==> src/rtl/load_store_unit.sv <==
// Memory stage: LB/LH/LW/LBU/LHU/SB/SH/SW over a req/ack port, pass-through for other ops.
// Optional MISALIGN_TRAP_EN: misaligned half/word accesses complete with out_err, no mem_req.
module load_store_unit #(
  parameter int unsigned ACK_TIMEOUT = 255
) (
  input  logic        clk,
  input  logic        reset,
  input  logic        in_valid,
  output logic        in_ready,
  input  logic [5:0]  alu_operation,
  input  logic [31:0] alu_result,
  input  logic [31:0] store_data,
  input  logic [4:0]  rd_in,
  output logic        mem_req,
  output logic        mem_we,
  output logic [31:0] mem_addr,
  output logic [3:0]  mem_wstrb,
  output logic [31:0] mem_wdata,
  input  logic        mem_ack,
  input  logic [31:0] mem_rdata,
  output logic        out_valid,
  input  logic        out_ready,
  output logic        out_we,
  output logic [4:0]  out_rd,
  output logic [31:0] out_data,
  output logic        out_err
);

  localparam logic [5:0] ALU_OPERATIONS_LB  = 6'h20;
  localparam logic [5:0] ALU_OPERATIONS_LH  = 6'h21;
  localparam logic [5:0] ALU_OPERATIONS_LW  = 6'h22;
  localparam logic [5:0] ALU_OPERATIONS_LBU = 6'h24;
  localparam logic [5:0] ALU_OPERATIONS_LHU = 6'h25;
  localparam logic [5:0] ALU_OPERATIONS_SB  = 6'h28;
  localparam logic [5:0] ALU_OPERATIONS_SH  = 6'h29;
  localparam logic [5:0] ALU_OPERATIONS_SW  = 6'h2A;

  typedef enum logic [1:0] {StIdle, StAccess, StDone} state_e;

  state_e      r_state;
  logic [5:0]  r_op;
  logic [31:0] r_addr;
  logic [31:0] r_cnt;

  logic        w_is_mem;
  logic        w_is_store;
  logic [3:0]  w_wstrb;
  logic [31:0] w_wdata;
  logic        w_trap;
  logic        w_r_store;
  logic        w_timeout;
  logic [31:0] w_shift;
  logic [7:0]  w_byte;
  logic [15:0] w_half;
  logic [31:0] w_load_data;

  assign in_ready = (r_state == StIdle);

  always_comb begin
    w_is_mem   = 1'b0;
    w_is_store = 1'b0;
    w_wstrb    = 4'b0000;
    w_wdata    = store_data;
    case (alu_operation)
      ALU_OPERATIONS_LB, ALU_OPERATIONS_LH, ALU_OPERATIONS_LW,
      ALU_OPERATIONS_LBU, ALU_OPERATIONS_LHU: w_is_mem = 1'b1;
      ALU_OPERATIONS_SB: begin
        w_is_mem   = 1'b1;
        w_is_store = 1'b1;
        w_wstrb    = 4'b0001 << alu_result[1:0];
        w_wdata    = {4{store_data[7:0]}};
      end
      ALU_OPERATIONS_SH: begin
        w_is_mem   = 1'b1;
        w_is_store = 1'b1;
        w_wstrb    = 4'b0011 << {alu_result[1], 1'b0};
        w_wdata    = {2{store_data[15:0]}};
      end
      ALU_OPERATIONS_SW: begin
        w_is_mem   = 1'b1;
        w_is_store = 1'b1;
        w_wstrb    = 4'b1111;
      end
      default: ;
    endcase
  end

`ifdef MISALIGN_TRAP_EN
  always_comb begin
    w_trap = 1'b0;
    case (alu_operation)
      ALU_OPERATIONS_LH, ALU_OPERATIONS_LHU, ALU_OPERATIONS_SH: w_trap = alu_result[0];
      ALU_OPERATIONS_LW, ALU_OPERATIONS_SW:                     w_trap = |alu_result[1:0];
      default: ;
    endcase
  end
`else
  assign w_trap = 1'b0;
`endif

  assign w_r_store = (r_op == ALU_OPERATIONS_SB) || (r_op == ALU_OPERATIONS_SH) ||
                     (r_op == ALU_OPERATIONS_SW);
  // Fires on the last permitted ACCESS cycle; mem_ack in that cycle still takes priority.
  assign w_timeout = (ACK_TIMEOUT != 0) && (r_cnt == ACK_TIMEOUT - 1);

  assign w_shift = mem_rdata >> {r_addr[1:0], 3'b000};
  assign w_byte  = w_shift[7:0];
  assign w_half  = r_addr[1] ? mem_rdata[31:16] : mem_rdata[15:0];

  always_comb begin
    case (r_op)
      ALU_OPERATIONS_LB:  w_load_data = {{24{w_byte[7]}}, w_byte};
      ALU_OPERATIONS_LBU: w_load_data = {24'h0, w_byte};
      ALU_OPERATIONS_LH:  w_load_data = {{16{w_half[15]}}, w_half};
      ALU_OPERATIONS_LHU: w_load_data = {16'h0, w_half};
      default:            w_load_data = mem_rdata;
    endcase
  end

  always_ff @(posedge clk) begin
    if (reset) begin
      r_state   <= StIdle;
      r_op      <= 6'h0;
      r_addr    <= 32'h0;
      r_cnt     <= 32'h0;
      mem_req   <= 1'b0;
      mem_we    <= 1'b0;
      mem_addr  <= 32'h0;
      mem_wstrb <= 4'h0;
      mem_wdata <= 32'h0;
      out_valid <= 1'b0;
      out_we    <= 1'b0;
      out_rd    <= 5'h0;
      out_data  <= 32'h0;
      out_err   <= 1'b0;
    end else begin
      unique case (r_state)
        StIdle: begin
          if (in_valid) begin
            r_op   <= alu_operation;
            r_addr <= alu_result;
            out_rd <= rd_in;
            if (!w_is_mem) begin
              out_data  <= alu_result;
              out_we    <= (rd_in != 5'd0);
              out_err   <= 1'b0;
              out_valid <= 1'b1;
              r_state   <= StDone;
            end else if (w_trap) begin
              out_data  <= alu_result;
              out_we    <= 1'b0;
              out_err   <= 1'b1;
              out_valid <= 1'b1;
              r_state   <= StDone;
            end else begin
              mem_req   <= 1'b1;
              mem_we    <= w_is_store;
              mem_addr  <= {alu_result[31:2], 2'b00};
              mem_wstrb <= w_wstrb;
              mem_wdata <= w_wdata;
              r_cnt     <= 32'h0;
              r_state   <= StAccess;
            end
          end
        end
        StAccess: begin
          if (mem_ack) begin
            mem_req   <= 1'b0;
            mem_we    <= 1'b0;
            mem_wstrb <= 4'h0;
            out_data  <= w_r_store ? 32'h0 : w_load_data;
            out_we    <= !w_r_store && (out_rd != 5'd0);
            out_err   <= 1'b0;
            out_valid <= 1'b1;
            r_state   <= StDone;
          end else if (w_timeout) begin
            mem_req   <= 1'b0;
            mem_we    <= 1'b0;
            mem_wstrb <= 4'h0;
            out_data  <= r_addr;
            out_we    <= 1'b0;
            out_err   <= 1'b1;
            out_valid <= 1'b1;
            r_state   <= StDone;
          end else begin
            r_cnt <= r_cnt + 32'd1;
          end
        end
        StDone: begin
          if (out_ready) begin
            out_valid <= 1'b0;
            r_state   <= StIdle;
          end
        end
        default: r_state <= StIdle;
      endcase
    end
  end

endmodule

==> config.mk <==
export PLATFORM = sky130hd
export DESIGN_NAME = load_store_unit
export DESIGN_NICKNAME = d
export VERILOG_FILES = /design/src/rtl/load_store_unit.sv
export SDC_FILE = /design/constraint.sdc
export NUM_CORES = 1
export LEC_CHECK = 0
export ABC_AREA = 1
export CORE_MARGIN = 2
export CORE_UTILIZATION = 50
export CTS_CLUSTER_DIAMETER = 80
export DETAILED_ROUTE_END_ITERATION = 8
export PLACE_DENSITY = 0.84
export SLEW_MARGIN = 20
export SYNTH_ARGS = -nofsm -noshare
export SYNTH_HDL_FRONTEND = slang
export SYNTH_SLANG_ARGS = --single-unit
==> constraint.sdc <==
create_clock -name clk -period 2.1 [get_ports clk]
set_input_delay 0.315 -clock clk [delete_from_list [all_inputs] [get_ports clk]]
set_output_delay 0.315 -clock clk [all_outputs]
set_load 0.01 [all_outputs]
Word level (Yosys, flattened, before mapping)
Index checks and enable logic that the tools add are counted.
{ "totals": {"regBits": 180, "inputBits": 112, "out_inout_bits": 111} }
{ "classes": {"addsub": 1, "eq_ne": 25, "shifts": 3, "mux": 50, "reduce_logical": 18} }
{ "op_table": {"columns": ["op", "n"], "rows": [
  ["32-bit two-way mux", 9],
  ["32-bit one-hot mux with 2 select lines", 3],
  ["32-bit one-hot mux with 4 select lines", 1],
  ["6-bit == test (second input constant)", 15],
  ["32-bit by 1-bit adder with 32-bit output (second input constant)", 1],
  ["32-bit by 8-bit == test with 1-bit output (second input constant)", 1],
  ["32-bit by 5-bit >> shifter with 8-bit output", 1],
  ["1-bit two-way mux", 19],
  ["16-bit two-way mux", 1],
  ["4-bit two-way mux", 4],
  ["4-bit one-hot mux with 3 select lines", 1],
  ["2-bit two-way mux", 5],
  ["2-bit != test (second input constant)", 5],
  ["5-bit AND reduction", 2],
  ["5-bit nonzero test", 2],
  ["1-bit one-hot mux with 2 select lines", 4],
  ["4-bit one-hot mux with 2 select lines", 1],
  ["4-bit AND reduction", 2],
  ["8-bit OR reduction", 1],
  ["2-bit one-hot mux with 3 select lines", 1],
  ["3-bit AND reduction", 2],
  ["1-bit by 2-bit << shifter with 4-bit output (first input constant)", 1],
  ["2-bit by 2-bit << shifter with 4-bit output (first input constant)", 1],
  ["3-bit != test (second input constant)", 1],
  ["12 further kinds", 13]
]} }

Logic depth before layout (Yosys ltp)
{ "logic_depth": {"word_depth": 7, "mapped_depth": 14, "depth_no_buf": 13} }

Least setup slack after synthesis
OpenSTA, ideal clock, no wires.
{ "synth_timing": {"kind": "register to register", "from": "register r_cnt[0]", "to": "register out_data[14]", "setup_time_ns": 0.122, "t_arrival_ns": 1.571, "t_required_ns": 1.978, "setup_slack_ns": 0.406, "stages_incl_launch_ff": 14, "synth_period_minus_slack_ns": 1.694, "path_cell_list": "dfxtp_1 -> inv_1 -> ha_1 -> inv_1 -> nor3_1 -> nand2_1 -> nor2_1 -> nand2_1 -> nand2_4 -> nand2_4 -> buf_6 -> buf_4 -> nor2_1 -> a21oi_1"} }
{ "synth_via": {"elab_chain_cells": 3} }
{ "synth_lines": {"columns": ["element", "line_no", "source"], "rows": [
  ["start, declared", "43", "logic [31:0] r_cnt;"],
  ["start signal, assigned", "186", "r_cnt <= r_cnt + 32'd1;"],
  ["32-bit by 8-bit == test with 1-bit output", "104", "assign w_timeout = (ACK_TIMEOUT != 0) && (r_cnt == ACK_TIMEOUT - 1);"],
  ["3-bit != test (no line)", null, null],
  ["4-bit AND reduction (no line)", null, null],
  ["end signal, assigned", "144", "out_data <= alu_result;"],
  ["end signal, assigned", "150", "out_data <= alu_result;"],
  ["end signal, assigned", "171", "out_data <= w_r_store ? 32'h0 : w_load_data;"],
  ["end, declared", "25", "output logic [31:0] out_data,"]
]} }
Every way passes these cells.
A chain may end at the register's enable or synchronous reset.

Final worst setup path
{ "layout_timing": {"from": "register r_op[5]", "to": "register out_data[0]"} }
{ "layout_via": {"elab_chain_cells": 6} }
{ "layout_lines": {"columns": ["element", "line_no", "source"], "rows": [
  ["start, declared", "41", "logic [5:0] r_op;"],
  ["start signal, assigned", "140", "r_op <= alu_operation;"],
  ["parallel branches: the longest is 3 deep, another holds 32-bit one-hot mux with 4 select lines", null, null],
  ["32-bit two-way mux *", "171", null],
  ["32-bit two-way mux *", "167", "if (mem_ack) begin"],
  ["32-bit one-hot mux with 2 select lines *", "137", "unique case (r_state)"],
  ["end signal, assigned", "144", null],
  ["end signal, assigned", "171", null],
  ["end signal, assigned", "180", "out_data <= r_addr;"]
]} }
Every way passes the cells marked *.

==> flow_summary.toml <==
[global_route]
grt_start_max_net_pins = 60
grt_pass1_wl_mm = 46.3
grtUsageTotal_pct = 29.2
overflow = 0
grt_pass1_vias = 9077
antenna_found_initial = 0

[synth]
synth_xor_xnor_area_share_pct = 1.03
synthAdderAreaFrac_pct = 0.268
synth_edf_count = 0
ys.flop_type = "dfxtp_1"
ys_async_sr_fraction_pct = 0
synth-compound-area-share_pct = 19.7
yosysWarnings = 0
synthSimpleGateAreaFrac_pct = 29.6
synth_area_um2 = 9320
synth.distinct_cells = 40
seq_area_frac_synth_pct = 38.7
ys_seq_elements = 180
netlist_instances = 1431
avgSynthCellArea_um2 = 6.51
muxShareOfSynthArea_pct = 0
synth_top_family_by_area = "simple AND/OR/NAND/NOR gates"

[sta]
rsz0062_at_grt = "false"
timing.slew.headroom_pct = 64.0
clock.fmax_mhz = 510
drv_slew = 0
hold_viol = 0
worstMarginPinSlew_ns = 0.534
fin_setup_tns_ns = 0
fin_ws_ns = 0.138
setup_violations = 0
finalWorstPathRequiredPeriod_ns = 1.96
clock-skew-final_ns = 0.0103
fin_crit_sh_pct = 93.5

[floorplan]
chipWidth_um = 141
coreArea_um2 = 18100
initial_core_util_pct = 51.4
core.rowCount = 49
die-height_um = 141
io_pins = 223
design.die.area_um2 = 19800

[clock_tree]
cts_max_level = 4
cts_hold_buf = 0
cts_buffers = 17
cts_root_buffer = "clkbuf_16"
cts_sinks = 180
cts_tree = "yes"
clk_pin_slew_ns = 0.07
clock_latency_ns = 0.44
clk_path_buf_depth = 2

[power]
switching_share_pct = 28.9
powerDensity_nw_per_um2 = 698
power.share.sequential_pct = 43.0
clockPowerShare_pct = 38.9
power.switching_mw = 2.52
p_comb_share_pct = 18.1
p_leak_nw = 4.92
p_int_mw = 6.20
vdd_drop_max_mv = 0.671

[route]
drt-initial-drc-count = 855
wl_per_cell_um = 15.7
drc = 0
drt_first_pass_iters = 5
wirelength_mm = 29.6
num_vias = 10108
drtAntennaViolNets = 0
vias_per_cell = 5.38

[worst_setup_path]
arrival_ns = 2.28
crit_end = "out_data[0]"
critPathKind = "reg2reg"
timing.rr.end = "out_data[0]"
r2r-start = "r_op[5]"
crit_path_start = "r_op[5]"
critPathMaxFanout = 6
reg2reg_depth = 11
end_kind = "flip-flop"
r2r_setup_slack_ns = 0.14
cp.required_ns = 2.42
worst_setup_path_start_kind = "flip-flop"

[hold_path]
hold_class = "in2reg"
whs_path_depth = 2

[layout]
area_delta_synth_final_pct = 34.0
antennaDiodeCount = 0
finalNetCount = 1750
num-fill-cells = 1563
final_layout_size_suffix_gt1_share_pct = 6.61

[placement]
pre_cts_ws_ns = -0.0834
gp_congestion = 0.958
dp_hpwl_mm = 21.8
numPortBuffers = 220

[flow_run]
drv_cap = 0

[status]
outcome = "finished clean"
routing by layer:
metal	global-route usage [%]	wire length (µm)	vias up
li1	-	-	5051
met1	37.4	12600	4570
met2	48.1	13700	426
met3	6.43	2450	61
met4	11.3	887	0
met5	0	0	-
worst max-delay path, cell delays in order (launching register included):
cell and delay [ns]:
dfxtp_1 0.33, inv_1 0.05, nor2_1 0.21, nand2_1 0.22
nor2_2 0.24, nand2_1 0.19, inv_1 0.17, nand2_1 0.06
nand3_1 0.16, nand2_1 0.09, nand2_1 0.07, a21oi_1 0.05
final cells by class:
class,instances,area [µm²],share of cell area [%]
clock inverter,14,178,1.42
multi-input combinational,1018,4750,38.0
tap,229,287,2.29
inverter,151,567,4.54
clock buffer,18,439,3.52
timing repair buffer,268,2670,21.4
sequential,180,3600,28.8
synth_stat cells (3+ instances only):
cell	number	area, µm²
nor2_4	3	33.8
nand3_1	78	390
xor2_1	8	70.1
a22oi_1	6	45.0
buf_2	28	140
nor3_1	6	30.0
inv_1	144	541
dfxtp_1	180	3600
buf_6	7	78.8
a211oi_1	42	315
nand2_1	327	1230
o22ai_1	10	62.6
a31oi_1	16	100
nor2_1	239	897
xnor2_1	3	26.3
nand4_1	7	43.8
clkbuf_1	39	146
a21oi_1	126	631
o21ai_0	113	566
inv_2	6	22.5
buf_4	7	52.6
nand2_4	3	33.8
o211ai_1	11	82.6
power by group through the flow:
stage | Sequential [mW] | Combinational [mW] | Clock (mW)
detailed placement | 3.82 | 1.54 | 0
CTS | 3.74 | 1.56 | 3.40
global placement | 3.82 | 1.52 | 0
global route | 3.76 | 1.72 | 3.57
floorplan | 3.85 | 0.753 | 0
finish | 3.75 | 1.58 | 3.39
cells in the final DEF (no fill, tap or decap), drive strengths merged, types with 6 or more instances in the layout:
cell / count
a31oi: 16
nor3: 6
nand4: 7
clkdlybuf4s50: 219
o21ai: 114
a21oi: 127
buf: 49
o211ai: 11
inv: 160
xor2: 8
clkbuf: 18
dfxtp: 180
o22ai: 10
nand2: 332
nand3: 81
a22oi: 6
nor2: 245
a211oi: 42
metrics by stage:
| stage | instance area, µm² | utilization (%) | std cells | power [mW] | hold slack (ns) |
|---|---|---|---|---|---|
| after floorplan | 9330 | - | 1432 | 4.60 | 0.444 |
| after global placement | 11800 | 65.3 | 1844 | 5.33 | 0.457 |
| after detailed placement | 11800 | 65.3 | 1844 | 5.36 | 0.456 |
| after CTS | 12500 | 68.7 | 1876 | 8.70 | 0.279 |
| after global routing | 12500 | 68.8 | 1878 | 9.05 | 0.310 |
| final | 12500 | 68.8 | 1878 | 8.72 | 0.289 |
worst min path at each step:
stage / from / endpoint / slack, ns
after floorplan: r_op[4] / r_op[4] / 0.44
after global placement: r_addr[10] / r_addr[10] / 0.46
after detailed placement: r_addr[8] / r_addr[8] / 0.46
after CTS: reset / mem_we / 0.28
after global routing: reset / mem_we / 0.31
final: reset / mem_we / 0.29
cell families after synthesis:
logic type	count (synthesis)
simple gates	674
flops	180
xor+xnor	11
fa+ha+maj	2
compound gates	329
buf+inv	234
other cells	1
flip-flops by register name (all words and copies together) (netlist names):
register,cells
out_data,32
r_state,2
r_op,6
out_rd,5
mem_we,1
r_addr,32
r_cnt,32
mem_wstrb,4
out_valid,1
mem_req,1
out_we,1
mem_addr,30
mem_wdata,32
out_err,1
what timing repair did:
action,CTS,global route
gates resized for setup,0,6
setup endpoints to repair,0,71
setup buffers,0,2
Note: power is estimated with default switching activity, not from simulation.
